**config.mk**
```make
export PLATFORM = sky130hd
export DESIGN_NAME = fsk_frame_decoder
export DESIGN_NICKNAME = d
export VERILOG_FILES = /design/src/rtl/fsk_frame_decoder.sv
export SDC_FILE = /design/constraint.sdc
export NUM_CORES = 1
export LEC_CHECK = 0
export ABC_CLOCK_PERIOD_IN_PS = 3600
export BUFFER_PORTS_ARGS = -buffer_cell sky130_fd_sc_hd__buf_2
export CAP_MARGIN = 0
export CORE_MARGIN = 2
export CORE_UTILIZATION = 50
export CTS_CLUSTER_DIAMETER = 40
export DETAILED_ROUTE_END_ITERATION = 10
export HOLD_SLACK_MARGIN = 0.15
export PLACE_DENSITY = 0.79
export SLEW_MARGIN = 20
export SYNTH_ARGS = -nofsm -noshare
export SYNTH_HDL_FRONTEND = slang
export SYNTH_SLANG_ARGS = --single-unit
```
**constraint.sdc**
```tcl
create_clock -name quickclk -period 3.6 [get_ports quickclk]
set_clock_uncertainty 0.1 [all_clocks]
set_input_delay 0.18 -clock quickclk [delete_from_list [all_inputs] [get_ports quickclk]]
set_output_delay 0.18 -clock quickclk [all_outputs]
set_load 0.01 [all_outputs]
```
**src/rtl/fsk_frame_decoder.sv**
```systemverilog
// fsk_frame_decoder
//   Recovers Hamming code words from a serial FSK line. Each bit occupies a
//   fixed window of BIT_LEN clock cycles; a '1' toggles the line faster than
//   a '0', so the bit is decided by counting line edges inside the window.
//   Words are WORD_LEN bits, MSB first. An edge-free stretch of IDLE_TIMEOUT
//   cycles marks the line as idle; mid-frame this aborts the frame.
//
// Ports
//   quickclk   in   system clock, rising edge
//   reset      in   asynchronous active-high reset
//   fskin      in   serial FSK line, asynchronous, idles low
//   code       out  last complete word, MSB = first bit received
//   code_valid out  one-cycle strobe, code is new on this cycle
//   frame_err  out  one-cycle strobe, frame aborted by idle timeout
//   busy       out  high while a frame is being received or drained
module fsk_frame_decoder #(
  parameter int BIT_LEN      = 64,
  parameter int HALF1        = 4,
  parameter int HALF0        = 8,
  parameter int EDGE_THRESH  = 12,
  parameter int IDLE_TIMEOUT = 32,
  parameter int WORD_LEN     = 11
) (
  input  logic                quickclk,
  input  logic                reset,
  input  logic                fskin,
  output logic [WORD_LEN-1:0] code,
  output logic                code_valid,
  output logic                frame_err,
  output logic                busy
);

  localparam int PH_W = $clog2(BIT_LEN);
  localparam int EC_W = $clog2(BIT_LEN + 1);
  localparam int BN_W = $clog2(WORD_LEN);
  localparam int QW   = $clog2(IDLE_TIMEOUT + 1);

  localparam logic [1:0] S_IDLE = 2'd0;
  localparam logic [1:0] S_RECV = 2'd1;
  localparam logic [1:0] S_WAIT = 2'd2;

  // The threshold must sit between the nominal '0' and '1' edge counts, and
  // the idle timeout must exceed the longest gap between edges of a '0'.
  if (IDLE_TIMEOUT <= 2 * HALF0 || EDGE_THRESH > BIT_LEN / HALF1 ||
      EDGE_THRESH <= BIT_LEN / HALF0) begin : g_param_check
    $error("fsk_frame_decoder: inconsistent timing parameters");
  end

  // Cycles since the last edge, saturating at the timeout value.
  function automatic logic [QW-1:0] quiet_next(input logic [QW-1:0] q,
                                               input logic e);
    if (e)                            return '0;
    else if (q == QW'(IDLE_TIMEOUT))  return q;
    else                              return q + QW'(1);
  endfunction

  logic                sync1_q, sync2_q, prev_q;
  logic [1:0]          state_q, state_d;
  logic [PH_W-1:0]     phase_q, phase_d;
  logic [EC_W-1:0]     edges_q, edges_d;
  logic [BN_W-1:0]     bitn_q, bitn_d;
  logic [QW-1:0]       quiet_q, quiet_d;
  logic [WORD_LEN-1:0] shift_q, shift_d;
  logic [WORD_LEN-1:0] code_q, code_d;
  logic                valid_q, valid_d;
  logic                err_q, err_d;

  logic                edge_s;
  logic                timeout;
  logic                bit_val;
  logic [EC_W-1:0]     edges_now;

  // Two-flop synchroniser plus a delayed copy for edge detection.
  always_ff @(posedge quickclk or posedge reset) begin
    if (reset) begin
      sync1_q <= 1'b0;
      sync2_q <= 1'b0;
      prev_q  <= 1'b0;
    end else begin
      sync1_q <= fskin;
      sync2_q <= sync1_q;
      prev_q  <= sync2_q;
    end
  end

  assign edge_s    = sync2_q ^ prev_q;
  assign edges_now = edges_q + EC_W'(edge_s);
  assign bit_val   = (edges_now >= EC_W'(EDGE_THRESH));

  always_comb begin
    state_d = state_q;
    phase_d = phase_q;
    edges_d = edges_q;
    bitn_d  = bitn_q;
    shift_d = shift_q;
    code_d  = code_q;
    valid_d = 1'b0;
    err_d   = 1'b0;
    quiet_d = quiet_next(quiet_q, edge_s);
    timeout = (quiet_d == QW'(IDLE_TIMEOUT));

    case (state_q)
      S_IDLE: begin
        // The first edge of a frame is phase 0 of bit 0 and already counts.
        if (edge_s) begin
          state_d = S_RECV;
          phase_d = PH_W'(1);
          edges_d = EC_W'(1);
          bitn_d  = '0;
          shift_d = '0;
        end
      end
      S_RECV: begin
        // Timeout takes priority over a decision falling on the same cycle.
        if (timeout) begin
          err_d   = 1'b1;
          state_d = S_IDLE;
        end else if (phase_q == PH_W'(BIT_LEN - 1)) begin
          shift_d = {shift_q[WORD_LEN-2:0], bit_val};
          phase_d = '0;
          edges_d = '0;
          if (bitn_q == BN_W'(WORD_LEN - 1)) begin
            code_d  = {shift_q[WORD_LEN-2:0], bit_val};
            valid_d = 1'b1;
            bitn_d  = '0;
            state_d = S_WAIT;
          end else begin
            bitn_d = bitn_q + BN_W'(1);
          end
        end else begin
          phase_d = phase_q + PH_W'(1);
          edges_d = edges_now;
        end
      end
      S_WAIT: begin
        // Edges only keep the line busy; a new frame needs a full idle gap.
        if (timeout) state_d = S_IDLE;
      end
      default: state_d = S_IDLE;
    endcase
  end

  always_ff @(posedge quickclk or posedge reset) begin
    if (reset) begin
      state_q <= S_IDLE;
      phase_q <= '0;
      edges_q <= '0;
      bitn_q  <= '0;
      quiet_q <= '0;
      shift_q <= '0;
      code_q  <= '0;
      valid_q <= 1'b0;
      err_q   <= 1'b0;
    end else begin
      state_q <= state_d;
      phase_q <= phase_d;
      edges_q <= edges_d;
      bitn_q  <= bitn_d;
      quiet_q <= quiet_d;
      shift_q <= shift_d;
      code_q  <= code_d;
      valid_q <= valid_d;
      err_q   <= err_d;
    end
  end

  assign code       = code_q;
  assign code_valid = valid_q;
  assign frame_err  = err_q;
  assign busy       = (state_q != S_IDLE);

endmodule
```
==> qor.csv, run 1 <==
metric,value,unit
status,"complete, no violations",
# diodes,0,
Initial Util,51.0,%
worst slew pin tran,853,ps
RSZ-0062 raised after global routing,false,
final setup vio count,0,
Final period util,73.6,%
Skew-Pair Late Insertion Delay,310,ps
Worst Hold Depth,0,
initial antenna violation count,0,
Static Leakage,1.31,nW
Die Area,0.00570,sq mm
first-pass GRT wire length,8220,um
total I/O pin count,17,
Tot GR Track Use,19.1,%
max capacitance violation total,0,
Final Hold Vio Count,0,
drt total wl,5100,um
drt first pass iters,5,
Chip Height,75.5,um
Yosys reg bits,51,
vias in the first global route,1785,
DRC Markers,0,
dpl hpwl,3470,um
Mapped Nets,260,
Routed Antenna Nets,0,
Wirelength per Cell,15.1,um
# rows,26,
Synth top area share,50.0,%
Clock Sinks,51,
"count leader, synth",dfrtp_1,
Synth Area per Inst,10.2,sq um
DR iter-0 viols,128,
CP arrival,2750,ps
post-synthesis to final-layout area growth,11.5,%
synth cell count leaders,"dfrtp_1 (51), nand2_1 (29), nand3_1 (21), nor2_1 (20), o21ai_1 (13)",
Cell variety after synth,52,
Setup WS post-layout,951,ps
Post-synth ARST share,100,%
worst vdd ir,0.210,mV
CP Cell Sequence,inv_1 > ha_1 > nor3b_1 > nand3_1 > o311ai_2 > and2_1 > nor2_1 > buf_4 > mux2_1,
worst-case reg-to-reg path depth,9,
Final min period,2650,ps
Ys Warns,0,
critical path capture point type,register,
CP max stage delay,460,ps
CTS buffer count,5,
Syn Inst Count,250,
Clock Tree Root,clkbuf_8,
GP Congestion,0.850,
H-tree levels,2,
WS Path Type,register to register,
Yosys top cell by area,dfrtp_1,
grt total ovfl,0,
total power,1.48,mW
"EDFF count, synth",0,
Crit-path slowest cell,dfrtp_1,
post-route setup TNS,0,ps
required time worst endpoint,3700,ps
routed vias/inst,5.77,
total core area,0.00501,sq mm
crit start category,register,
PD cells,518,mW/mm^2
Mapped Area,0.00255,sq mm
Slew HR,43.1,%
worst min path class,register to register,
Max Clock Freq,0.378,GHz
Setup WS pre-CTS,963,ps
Max Transition Viols Final,0,
Post-CTS Setup Bufs,0,
fraction of layout cells with a size suffix above 1,16.8,%
"Max FO, Critical Path",11,
IO buf count,16,
Clock Pin Slew Worst Setup and Hold Paths,90,ps
CTS tree,built,
DR vias,1951,
Synth Flop Type,dfrtp_1,
fin nets,277,
Area contributors post-synth,"dfrtp_1 (50%), mux2_4 (5.3%), nand2_1 (4.3%)",
register area share after synthesis,50.0,%
maximum clock path buffer count,2,
die width,75.5,um
largest net degree at the start of global routing,52,
layer usage:
layer  share of wire, %  global-route usage (%)  up-vias  wire, um
met4                1.7                    8.58        0        89
met5                  0                       0        -         0
met3                4.9                    4.10        8       249
met1                 47                    26.4      954      2410
li1                   -                       -      930         -
met2                 46                    29.0       59      2350
through the flow:
stage	instance area (sq um)	cells	util [%]	hold WS, ps
2_1_floorplan	2550	250	-	111
3_3_place_gp	2690	328	53.7	189
3_5_place_dp	2690	328	53.7	191
4_1_cts	2850	338	56.8	263
5_1_grt	2850	338	56.8	276
6_report	2850	338	56.8	260
critical path, delay by kind of cell, from the launching register on:
kind / cells / cell delay [ps]
multiplexers: 1 / 320
AO/OA/AOI/OAI: 1 / 140
flip-flops: 1 / 460
adder cells (fa/ha/maj): 1 / 320
AND/OR/NAND/NOR: 4 / 880
buffers and inverters: 2 / 320
logic make-up (layout without fill, tap and decap cells):
family	after synthesis	in the layout	share of synthesized area [%]
buf+inv	19	37	3.33
flops	51	51	50.0
mux	14	14	7.30
fa+ha+maj	7	7	3.43
compound gates	50	50	13.9
simple gates	103	103	20.1
xor+xnor	6	6	2.06
power by group:
| part | total [mW] | switching, mW | internal, mW | leakage (nW) |
|---|---|---|---|---|
| registers | 0.721 | 0.0810 | 0.640 | 0.683 |
| clock network | 0.467 | 0.190 | 0.277 | 0.0644 |
| logic | 0.287 | 0.153 | 0.134 | 0.566 |
| total | 1.48 | 0.424 | 1.05 | 1.31 |
flip-flops by register name, indices dropped and copies added, names as in the netlist:
register    cells
state_q         2
quiet_q         6
code_valid      1
sync2_q         1
phase_q         6
prev_q          1
edges_q         7
frame_err       1
sync1_q         1
bitn_q          4
code           11
shift_q        10
what timing repair did:
| item | 4_1_cts | 5_1_grt |
|---|---|---|
| endpoints found under the hold margin | 52 | 0 |
| hold buffers | 2 | 0 |
| setup endpoints to repair | 0 | 0 |
| gates resized for setup | 0 | 0 |
layout by cell type (no fill, tap or decap), types with 6 or more instances in the layout:
| cell type | netlist | layout |
|---|---|---|
| dfrtp_1 | 51 | 51 |
| nand2_1 | 29 | 29 |
| nand3_1 | 21 | 21 |
| nor2_1 | 20 | 20 |
| buf_2 | 2 | 16 |
| o21ai_1 | 13 | 13 |
| mux2_4 | 9 | 9 |
| and3_1 | 7 | 7 |
| nor3_1 | 7 | 7 |
| ha_1 | 7 | 7 |
| o22ai_1 | 6 | 6 |
| inv_1 | 7 | 6 |
| a21oi_1 | 6 | 6 |
final cells by class:
cell class              count  area (sq um)
clock buffers               5          68.8
clock inverters             3          67.6
fillers                   451          2160
inverters                   8          31.3
multi-input cells         180          1190
flip-flops and latches     51          1280
well taps                  70          87.6
repair buffers             21           123
path summary, 6_finish.rpt:
path,startpoint,to,slack (ps)
setup / recovery,quiet_q[0],code[9],950
hold / removal,sync1_q,sync2_q,260
setup reg to reg,quiet_q[0],code[9],950
hold reg to reg,sync1_q,sync2_q,260
max in group asynchronous,reset,phase_q[4],2430
min in group asynchronous,reset,code[2],460
Power figures use the tool's default switching activity.
==> inputs of run 2 (changes only) <==
--- a/config.mk
+++ b/config.mk
@@ -5,7 +5,7 @@
 export SDC_FILE = /design/constraint.sdc
 export NUM_CORES = 1
 export LEC_CHECK = 0
-export ABC_CLOCK_PERIOD_IN_PS = 3600
+export ABC_CLOCK_PERIOD_IN_PS = 2500
 export BUFFER_PORTS_ARGS = -buffer_cell sky130_fd_sc_hd__buf_2
 export CAP_MARGIN = 0
 export CORE_MARGIN = 2
==> constraint.sdc (replaced) <==
create_clock -name quickclk -period 2.5 [get_ports quickclk]
set_clock_uncertainty 0.1 [all_clocks]
set_input_delay 0.125 -clock quickclk [delete_from_list [all_inputs] [get_ports quickclk]]
set_output_delay 0.125 -clock quickclk [all_outputs]
set_load 0.01 [all_outputs]
==> run 2 against run 1 <==
Utilization grew 1.4 points. Design area is 2.5% higher. Register-to-register slack got worse by 810 ps. Die area stayed put. Combinational power increased by 56%. Sequential share of layout area is 1.1 points lower. First-iteration DRC count shrank 8.6%. Sequential power increased by 44%. Flip-flop and latch count did not move. Critical path depth stayed put. Count of clock-buffer cells in the layout rose by 1. Largest cell class unchanged.
==> qor.csv, run 2 (synthesis gave the netlist of run 1 again) <==
metric,value,unit
first-pass GRT wire length,8760,um
H-tree levels,2,
worst vdd ir,0.422,mV
Clock Pin Slew Worst Setup and Hold Paths,100,ps
Max Clock Freq,0.425,GHz
max capacitance violation total,0,
drt total wl,5210,um
reg2reg setup slack,150,ps
PD cells,681,mW/mm^2
IO buf count,16,
Clock Sinks,51,
routed vias/inst,5.68,
grt total ovfl,0,
worst min path class,input port to asynchronous set/reset pin,
maximum clock path buffer count,2,
critical path capture point type,register,
fraction of layout cells with a size suffix above 1,20.8,%
# diodes,0,
post-route setup TNS,0,ps
Setup WS pre-CTS,92.1,ps
initial antenna violation count,0,
CTS tree,built,
worst-case reg-to-reg path depth,9,
Initial Util,51.0,%
worst slew pin tran,702,ps
total power,1.99,mW
Routed Antenna Nets,0,
total I/O pin count,17,
Final period util,94.2,%
fin nets,288,
# rows,26,
Chip Height,75.5,um
most frequent cells in the layout,"dfrtp_1 (50), nand2_1 (29), nand3_1 (21)",
die width,75.5,um
Wirelength per Cell,14.9,um
final setup vio count,0,
Slew HR,53.2,%
drt first pass iters,4,
number of flip-flops in the largest register,11,
CTS buffer count,5,
RSZ-0062 raised after global routing,false,
"Max FO, Critical Path",7,
vias in the first global route,1882,
"Cell Area, Placed",0.00278,sq mm
CP arrival,2430,ps
Final min period,2350,ps
DRC Markers,0,
WS Path Type,register to register,
Skew-Pair Late Insertion Delay,310,ps
DRT met1 WL,2430,um
post-synthesis to final-layout area growth,14.3,%
Final Hold Vio Count,0,
Tot GR Track Use,20.1,%
Setup WS post-layout,146,ps
Die Area,0.00570,sq mm
dpl hpwl,3700,um
status,"complete, no violations",
met2 wire len,2490,um
largest net degree at the start of global routing,22,
Clock Tree Root,clkbuf_8,
Static Leakage,1.35,nW
total core area,0.00501,sq mm
final instance area,0.00292,sq mm
post-layout util,58.3,%
DR vias,1984,
required time worst endpoint,2580,ps
GP Congestion,0.911,
Highest Signal Layer,met4,
Fillers,458,
crit start category,register,
Max Transition Viols Final,0,
DR iter-0 viols,117,
Met3 Wirelength,212,um
"commonest non-fill, non-tap cell in the layout",dfrtp_1,
run 2: path summary, 6_finish.rpt:
path                         start         end
max                        sync2_q  edges_q[6]
min                          reset  edges_q[5]
max reg2reg                sync2_q  edges_q[6]
min reg2reg                sync1_q     sync2_q
max in group asynchronous    reset  quiet_q[1]
min in group quickclk      sync1_q     sync2_q
run 2: power breakdown:
group | leakage, nW | switching, mW | internal, mW
combinational | 0.626 | 0.235 | 0.213
clock | 0.0474 | 0.279 | 0.226
sequential | 0.681 | 0.114 | 0.922
run 2: critical path, stage by stage (launching register included):
cell and delay, ps:
dfrtp_1 400, xnor2_1 180, inv_2 80, ha_1 200, ha_1 300, and3_1 250
nand3_1 120, and3_1 210, o311ai_1 250, o41ai_1 140
run 2: routing by layer:
layer	vias up	global-route usage (%)
met5	-	0
met1	978	27.5
met2	44	33.0
met4	0	6.24
li1	952	-
met3	10	3.17
run 2: timing repair:
| action | in CTS | in global routing |
|---|---|---|
| hold endpoints to repair | 37 | 0 |
| setup endpoints to repair | 0 | 16 |
| gates resized for setup | 0 | 3 |
| buffers inserted | 0 | 1 |
| hold buffers | 2 | 0 |
run 2: layout make-up:
cell class	instances	area, sq um	share of cell area, %
multi-input combinational	180	1210	41.4
tap	70	87.6	3.00
sequential	51	1280	43.8
clock inverter	2	16.3	0.557
timing repair buffer	32	218	7.46
clock buffer	6	82.6	2.83
inverter	8	30.0	1.03
run 2: per-stage QoR:
step	instances	hold slack [ps]
3_3_place_gp	338	48.9
4_1_cts	348	267
2_1_floorplan	250	56.4
3_5_place_dp	338	50.3
6_report	349	256
5_1_grt	349	290
==> inputs of run 3 (changes only) <==
--- a/config.mk
+++ b/config.mk
@@ -12,6 +12,7 @@
 export CORE_UTILIZATION = 50
 export CTS_CLUSTER_DIAMETER = 40
 export DETAILED_ROUTE_END_ITERATION = 10
+export GPL_TIMING_DRIVEN = 0
 export HOLD_SLACK_MARGIN = 0.15
 export PLACE_DENSITY = 0.79
 export SLEW_MARGIN = 20
==> run 3 against run 2 <==
First-iteration DRC count is 21% higher. Combinational power is 5.1% higher. Worst hold slack improved by 16 ps. Non-clock buffer count up 5. Fmax shrank 2.6%. Utilization increased by 0.72 points. Wire length up 5.9%.
==> qor.csv, run 3 (synthesis gave the netlist of run 1 again) <==
metric,value,unit
Clock Pin Slew Worst Setup and Hold Paths,110,ps
dpl hpwl,3570,um
Final min period,2420,ps
Clock Tree Root,clkbuf_8,
Max Transition Viols Final,0,
DRC Markers,0,
worst vdd ir,0.390,mV
Static Leakage,1.36,nW
routed vias/inst,5.72,
# rows,26,
PD cells,686,mW/mm^2
drt total wl,5520,um
Initial Util,51.0,%
Final Hold Vio Count,0,
max capacitance violation total,0,
Die Area,0.00570,sq mm
largest net degree at the start of global routing,27,
H-tree levels,2,
Max Clock Freq,0.414,GHz
DR iter-0 viols,141,
"commonest non-fill, non-tap cell in the layout",dfrtp_1,
die width,75.5,um
number of flip-flops in the largest register,11,
grt total ovfl,0,
initial antenna violation count,0,
post-route setup TNS,0,ps
WS Path Type,register to register,
Chip Height,75.5,um
Reg area,0.00128,sq mm
first-pass GRT wire length,8510,um
Highest Signal Layer,met4,
CTS tree,built,
most frequent cells in the layout,"dfrtp_1 (49), nand2_1 (29), nand3_1 (20)",
drt first pass iters,4,
Wirelength per Cell,15.6,um
Routed Antenna Nets,0,
CTS buffer count,5,
fin nets,293,
fraction of layout cells with a size suffix above 1,21.8,%
critical path capture point type,register,
required time worst endpoint,2620,ps
Setup WS pre-CTS,-37.6,ps
final setup vio count,0,
DR vias,2024,
post-synthesis to final-layout area growth,15.7,%
Final period util,96.7,%
footprint of the multi-input gates,0.00123,sq mm
Setup WS post-layout,83.5,ps
"Max FO, Critical Path",5,
# diodes,0,
total core area,0.00501,sq mm
Fillers,424,
crit start category,register,
worst slew pin tran,612,ps
CP arrival,2540,ps
Met3 Wirelength,214,um
DRT met1 WL,2600,um
Tot GR Track Use,19.7,%
GP Congestion,0.858,
maximum clock path buffer count,2,
reg2reg setup slack,80,ps
Clock Sinks,51,
status,"complete, no violations",
total I/O pin count,17,
Slew HR,59.2,%
met2 wire len,2630,um
WHS,272,ps
vias in the first global route,1803,
IO buf count,16,
Skew-Pair Late Insertion Delay,320,ps
worst min path class,register to register,
run 3: changes by cell type in the layout (fill, tap and decap cells not counted), moves of 2 or more:
cell	before	now
nor2_2	0	2
nor2_1	20	18
buf_2	16	18
buf_4	13	7
clkbuf_1	0	7
run 3: final timing paths:
path | end | from | depth (start not counted)
min in group asynchronous | code[4] | reset | 3
worst max-delay path | code[10] | quiet_q[1] | 9
worst min register to register | sync2_q | sync1_q | 0
max in group asynchronous | edges_q[3] | reset | 4
worst max register to register | code[10] | quiet_q[1] | 9
worst min-delay path | sync2_q | sync1_q | 0
run 3: timing repair:
action | 4_1_cts | 5_1_grt
hold buffers | 2 | 0
hold endpoints to repair | 26 | 0
gates cloned | 0 | 1
pin swaps | 0 | 4
gates resized for setup | 2 | 9
buffers inserted | 2 | 4
endpoints found under the setup margin | 13 | 30
run 3: stage by stage:
step / std cells / util, % / power (mW) / area, sq um
CTS: 349 / 57.5 / 1.98 / 2880
floorplan: 250 / - / 1.36 / 2550
global route: 354 / 59.0 / 2.13 / 2960
detailed placement: 337 / 54.7 / 1.47 / 2740
finish: 354 / 59.0 / 2.03 / 2960
global placement: 336 / 54.3 / 1.44 / 2720
run 3: critical path: stages (launching register included):
cell      delay [ps]
dfrtp_2          410
inv_1             60
ha_1             300
and4b_1          190
o21ai_1          130
o311ai_4         170
and2_1           220
nor2_2           190
clkbuf_4         250
mux2_4           310
run 3: where the power goes:
group	internal, mW	leakage (nW)	switching (mW)
sequential	0.922	0.680	0.112
clock	0.206	0.0463	0.316
combinational	0.222	0.635	0.249
run 3: layer usage:
metal	vias to the layer above	global-route usage (%)
met1	999	27.0
met5	-	0
met2	54	31.5
met3	8	3.04
met4	0	7.60
li1	963	-
run 3: layout make-up:
| type | instances | share of cell area [%] |
|---|---|---|
| plain buffers | 11 | 1.86 |
| well taps | 70 | 2.96 |
| clock buffers | 5 | 2.33 |
| clock inverters | 3 | 0.931 |
| flip-flops and latches | 51 | 43.3 |
| inverters | 8 | 1.02 |
| multi-input cells | 180 | 41.8 |
| repair buffers | 26 | 5.84 |
